$ cat src/rtl/if_stage.sv
`default_nettype none
// ============================================================================
//  Module      : if_stage
//  Description : Instruction-fetch stage of the 5-stage ARM pipeline. Holds
//                the PC, drives the instruction-memory address, and captures
//                the fetched word plus PC+4 into the IF/ID pipeline register.
//                Also keeps saturating counts of stall and flush cycles.
//  Revision    : 1.0 - initial release
// ============================================================================
module if_stage #(
    parameter int BIT_NUMBER = 32,
    parameter int CNT_W      = 16
) (
    input  logic                  clk,
    input  logic                  rst,
    input  logic                  freeze,
    input  logic                  branch_taken,
    input  logic [BIT_NUMBER-1:0] branch_addr,
    output logic [BIT_NUMBER-1:0] imem_addr,
    input  logic [BIT_NUMBER-1:0] imem_rdata,
    output logic [BIT_NUMBER-1:0] ifid_pc,
    output logic [BIT_NUMBER-1:0] ifid_instr,
    output logic                  ifid_valid,
    output logic [CNT_W-1:0]      stall_cnt,
    output logic [CNT_W-1:0]      flush_cnt
);

    localparam logic [BIT_NUMBER-1:0] c_PC_STEP = BIT_NUMBER'(4);
    localparam logic [CNT_W-1:0]      c_CNT_ONE = CNT_W'(1);
    localparam logic [CNT_W-1:0]      c_CNT_MAX = '1;

    logic [BIT_NUMBER-1:0] r_pc;
    logic [BIT_NUMBER-1:0] r_ifid_pc;
    logic [BIT_NUMBER-1:0] r_ifid_instr;
    logic                  r_ifid_valid;
    logic [CNT_W-1:0]      r_stall_cnt;
    logic [CNT_W-1:0]      r_flush_cnt;

    logic [BIT_NUMBER-1:0] w_pc_plus4;
    logic [BIT_NUMBER-1:0] w_branch_target;
    logic                  w_stall_evt;

    // Sequential PC increment wraps naturally at the top of the address space;
    // branch targets are forced word-aligned.
    assign w_pc_plus4      = r_pc + c_PC_STEP;
    assign w_branch_target = {branch_addr[BIT_NUMBER-1:2], 2'b00};
    // A branch in the same cycle as a freeze is a flush, not a stall.
    assign w_stall_evt     = freeze & ~branch_taken;

    // Next-PC select: branch redirect beats freeze beats sequential advance.
    always_ff @(posedge clk) begin
        if (rst) begin
            r_pc <= '0;
        end else if (branch_taken) begin
            r_pc <= w_branch_target;
        end else if (!freeze) begin
            r_pc <= w_pc_plus4;
        end
    end

    // IF/ID register: flush on branch, hold on freeze, otherwise capture fetch.
    always_ff @(posedge clk) begin
        if (rst) begin
            r_ifid_pc    <= '0;
            r_ifid_instr <= '0;
            r_ifid_valid <= 1'b0;
        end else if (branch_taken) begin
            r_ifid_pc    <= '0;
            r_ifid_instr <= '0;
            r_ifid_valid <= 1'b0;
        end else if (!freeze) begin
            r_ifid_pc    <= w_pc_plus4;
            r_ifid_instr <= imem_rdata;
            r_ifid_valid <= 1'b1;
        end
    end

    // Saturating stall counter; only reset clears it.
    always_ff @(posedge clk) begin
        if (rst) begin
            r_stall_cnt <= '0;
        end else if (w_stall_evt && (r_stall_cnt != c_CNT_MAX)) begin
            r_stall_cnt <= r_stall_cnt + c_CNT_ONE;
        end
    end

    // Saturating flush counter; every taken branch counts, even back-to-back.
    always_ff @(posedge clk) begin
        if (rst) begin
            r_flush_cnt <= '0;
        end else if (branch_taken && (r_flush_cnt != c_CNT_MAX)) begin
            r_flush_cnt <= r_flush_cnt + c_CNT_ONE;
        end
    end

    assign imem_addr  = r_pc;
    assign ifid_pc    = r_ifid_pc;
    assign ifid_instr = r_ifid_instr;
    assign ifid_valid = r_ifid_valid;
    assign stall_cnt  = r_stall_cnt;
    assign flush_cnt  = r_flush_cnt;

endmodule
`default_nettype wire

$ cat config.mk
export PLATFORM = sky130hd
export DESIGN_NAME = if_stage
export DESIGN_NICKNAME = d
export VERILOG_FILES = /design/src/rtl/if_stage.sv
export SDC_FILE = /design/constraint.sdc
export NUM_CORES = 1
export LEC_CHECK = 0
export ABC_AREA = 1
export ABC_CLOCK_PERIOD_IN_PS = 2200
export CAP_MARGIN = 30
export CORE_ASPECT_RATIO = 1.75
export CORE_MARGIN = 3
export CORE_UTILIZATION = 46
export DETAILED_ROUTE_END_ITERATION = 8
export GPL_ROUTABILITY_DRIVEN = 0
export PLACE_DENSITY = 0.8
export SLEW_MARGIN = 20
export SYNTH_ARGS = -nofsm -noshare
export SYNTH_HDL_FRONTEND = slang
export SYNTH_SLANG_ARGS = --single-unit
export TNS_END_PERCENT = 30
$ cat constraint.sdc
create_clock -name clk -period 2.2 [get_ports clk]
set_clock_uncertainty 0.2 [all_clocks]
set_input_delay 0.22 -clock clk [delete_from_list [all_inputs] [get_ports clk]]
set_output_delay 0.22 -clock clk [all_outputs]
set_load 0.01 [all_outputs]
=== Word-level counts from Yosys, hierarchy flattened ===
Cells that the tools add are included.

* Register bits after elaboration: 129
* Input bits: 68
* Output and inout bits: 129
* Word-level logic and storage cells: 20

* Add/sub/neg operators: 3
* Equal/unequal tests: 3
* Muxes and demuxes: 2
* Bitwise operators: 2
* Reduce and logical (&&, ||, !) cells: 3

{| class="wikitable"
|+ Operator list
! cell !! number
|-
| $mux W32 || 2
|-
| $add A16 B1 Y16 const B || 2
|-
| $add A32 B3 Y32 const B || 1
|-
| $ne A16 B16 Y1 const B || 2
|-
| $logic_and A1 B1 Y1 || 2
|-
| $ne A2 B1 Y1 const B || 1
|-
| $reduce_or A2 Y1 || 1
|-
| $and A1 B1 Y1 || 1
|-
| $not A1 Y1 || 1
|}

=== Logic depth before layout (Yosys ltp) ===
* Depth in word-level cells: 3
* Gate-level depth with buffers: 9
* Mapped depth without buffers: 9

=== Worst setup path after synthesis ===
No wires, ideal clock.

* Path kind: reg-to-reg
* Start point: register r_stall_cnt[0] (netlist: stall_cnt[0])
* End point: register r_stall_cnt[5] (netlist: stall_cnt[5])
* Setup time: 0.143 ns
* Data arrival time: 1.497 ns
* Required time: 1.857 ns
* Path slack: 0.359 ns
* Stages on the path, launching flop included: 10
* Buffers on the path: 1
* Period minus slack after synthesis: 1.841 ns
* Path through: dfxtp_1 -> ha_1 -> inv_2 -> nor2_4 -> nand2_4 -> nor2_1 -> nor2_4 -> buf_6 -> nand2_1 -> a21oi_2

* Longest elaborated chain between the ends: 2
* Elaborated cells between the ends (all ways): 3
* Those cells by class: add/sub (1); eq/ne (1); reduce/logical (1)

{| class="wikitable"
|+ Ends and longest elaborated chain
! item !! line !! RTL
|-
| from (decl) || 36 || <nowiki>logic [CNT_W-1:0] r_stall_cnt;</nowiki>
|-
| from (signal assigned) || 83 || <nowiki>r_stall_cnt <= r_stall_cnt + c_CNT_ONE;</nowiki>
|-
| parallel branches: the longest is 2 deep, another holds $add A16 B1 Y16 || n/a ||
|}

Parallel ways; which one is timed is not known.
A chain may end at the register's enable or synchronous reset.

=== Final worst setup path ===
* Start point: register r_flush_cnt[1] (netlist: flush_cnt[1])
* End point: register r_flush_cnt[15] (netlist: flush_cnt[15])

* Longest elaborated chain between the ends: 2
* Elaborated cells between the ends (all ways): 3
* Those cells by class: add/sub (1); eq/ne (1); reduce/logical (1)

{| class="wikitable"
|+ Ends and longest elaborated chain
! item !! line !! RTL
|-
| from (decl) || 37 || <nowiki>logic [CNT_W-1:0] r_flush_cnt;</nowiki>
|-
| from (signal assigned) || 92 || <nowiki>r_flush_cnt <= r_flush_cnt + c_CNT_ONE;</nowiki>
|-
| parallel branches: the longest is 2 deep, another holds $add A16 B1 Y16 || n/a ||
|}

Parallel ways; which one is timed is not known.

==> flow_summary.yaml <==
cts:
  cts.sinks: 125
  cts_tree: "built"
  cts_resized: 0
  cts_setup_buffers: 0
  htreeDepth: 4
  path_clk_slew_ns: 0.06
  clk_latency_ns: 0.41
  cts.path.max_buffers: 2
  cts_made_buffers: 17
  ctsHoldBuffers: 0
  clock-root-buffer: "clkbuf_16"
yosys:
  yosysTopAreaCellShare_pct: 42.0
  postSynthAreaPerCell_um2: 7.06
  synth_top_cell_by_area: "dfxtp_1"
  async_flop_share_pct: 0
  synth.most_common_cell: "nand2_1"
  syn-instance-count: 843
  syn_area_mm2: 0.00595
  synthTopCellsByArea: "dfxtp_1 42%, nand2_1 20%, nor2_1 5.0%"
  ys_seq_area_share_pct: 42.0
  ys_ff_latch: 125
  synthTopCellsByCount: "318 x nand2_1, 125 x dfxtp_1, 79 x nor2_1"
  ys_types: 36
  synth-edff-count: 0
  synthFlopType: "dfxtp_1"
  yosysWarnings: 0
setup_path:
  cp.arrival_ns: 2.11
  critical_path_required_ns: 2.33
  cp-start-kind: "flop"
  critPathMaxFanout: 16
  rrSetupSlack_ns: 0.23
  crit_type: "reg -> reg"
  worstSetupEndpointType: "flop"
placement:
  portBuffers: 190
  hpwl_um: 14000
drt:
  first_iter_violations: 357
  routedWlPerCell_um: 15.2
  vias_per_cell: 5.10
  final_antenna_net_count: 0
  drt_pass1_iterations: 4
  num_vias: 6258
  drc_errors: 0
  totalWireLength_um: 18600
grt:
  grt_pass1_wl_um: 29700
  antenna_found_initial: 0
  grt_max_degree: 44
  grt.total_usage_pct: 26.0
  grt_pass1_vias: 6093
  grt_overflow: 0
power:
  power_leakage_nw: 3.48
  comb_power_share_pct: 10.2
  total_power_mw: 5.81
  power_density_mw_per_mm2: 667
  internal_power_mw: 4.46
  seq_power_share_pct: 41.5
  switching_share_pct: 23.3
  switchingPower_mw: 1.35
  p_clk_share_pct: 48.3
  ir_drop_v: 0.000503
layout:
  syn_to_final_growth_pct: 46.3
  fin_nets: 1117
  drive_gt1_share_pct: 8.50
  ff_latch_area_mm2: 0.00250
  fill_cells: 1079
  diodes: 0
  post-route-util_pct: 69.3
  multi_input_area_mm2: 0.00305
floorplan:
  dieArea_mm2: 0.0144
  core_area_mm2: 0.0126
  ios: 197
  start_util_pct: 47.4
  row_count: 54
  die_w_um: 92.0
  die_h_um: 156
timing:
  grt_setup_unrepaired: "no"
  period_minus_slack_ns: 1.97
  timing.setup.tns_ns: 0
  slew_viol_final: 0
  max_freq_ghz: 0.507
  hold_violations: 0
  post-route-period-util_pct: 89.6
  finalSetupViolCount: 0
run_status:
  status: "complete, no violations"
job:
  cap_viol_max_count: 0
hold_path:
  hold_path_class: "in -> reg"
cell families (layout without fill, tap and decap cells):
family                   after synthesis  after routing  share of synthesized area [%]
flip-flops                           125            125                           42.0
adder cells (fa/ha/maj)                3              3                          0.631
other                                  1              4                         0.0630
AO/OA/AOI/OAI                        110            110                           12.7
buffers and inverters                 90            303                           7.04
XOR/XNOR                              15             15                           2.21
AND/OR/NAND/NOR                      499            499                           35.3
layout make-up:
| class | instances | area share, % |
|---|---|---|
| Sequential cell | 125 | 28.7 |
| Clock buffer | 20 | 5.13 |
| Multi-Input combinational cell | 631 | 35.1 |
| Tap cell | 168 | 2.41 |
| Clock inverter | 12 | 1.67 |
| Timing Repair Buffer | 211 | 24.4 |
| Inverter | 60 | 2.59 |
power groups by stage:
stage	clock, mW	combinational, mW	sequential [mW]
2_1_floorplan	0	0.213	2.48
3_3_place_gp	0	0.584	2.45
3_5_place_dp	0	0.591	2.46
4_1_cts	2.84	0.596	2.41
5_1_grt	2.95	0.641	2.42
6_report	2.80	0.593	2.41
through the flow:
step	hold slack [ns]	std cells	area (µm²)	setup WS [ns]
global placement	0.232	1195	8110	0.166
detailed placement	0.239	1195	8110	0.138
CTS	0.169	1227	8700	0.160
global route	0.179	1227	8710	0.00415
finish	0.184	1227	8710	0.228
floorplan	0.146	846	5960	0.359
layer usage:
| metal | global-route usage (%) | share of wire (%) | vias to the layer above |
|---|---|---|---|
| met5 | 0 | 0 | - |
| met4 | 11.5 | 3.3 | 0 |
| met3 | 8.08 | 7.5 | 46 |
| met2 | 48.5 | 54 | 220 |
| met1 | 26.2 | 36 | 2850 |
| li1 | - | - | 3142 |
final timing paths:
check | from | endpoint | cells past startpoint
worst min-delay path | imem_rdata[30] | ifid_instr[30] | 3
worst max-delay path | flush_cnt[1] | flush_cnt[15] | 7
worst min register to register | ifid_pc[2] | ifid_pc[2] | 2
worst max register to register | flush_cnt[1] | flush_cnt[15] | 7
registers in the layout, indices dropped and copies added, names as in the netlist:
| register | flops |
|---|---|
| flush_cnt | 16 |
| ifid_instr | 32 |
| ifid_pc | 30 |
| ifid_valid | 1 |
| imem_addr | 30 |
| stall_cnt | 16 |
cell usage in the layout, fill, tap and decap left out, types with 5 or more instances in the layout:
cell type | synthesis | final
nand4_1 | 19 | 19
buf_12 | 0 | 5
a21oi_1 | 26 | 26
dfxtp_1 | 125 | 125
o211ai_1 | 8 | 8
nand3_1 | 57 | 57
inv_2 | 6 | 6
nor2_2 | 7 | 6
buf_4 | 12 | 16
nor2_1 | 79 | 78
xnor2_1 | 7 | 7
nand2_2 | 5 | 5
clkdlybuf4s50_1 | 0 | 190
nor2_4 | 4 | 6
xor2_1 | 8 | 8
clkbuf_16 | 0 | 17
nand2_1 | 318 | 318
o21ai_0 | 28 | 28
a21oi_2 | 10 | 10
a22o_1 | 31 | 31
inv_1 | 54 | 54
clkinv_2 | 0 | 5
critical path, cell delays in order (launching register included):
cell     delay [ns]
dfxtp_1        0.40
ha_1           0.29
nand3_2        0.14
inv_2          0.10
nand2_2        0.08
o21ai_4        0.41
nand2_1        0.09
a21oi_1        0.18
(Power assumes the default switching activity.)
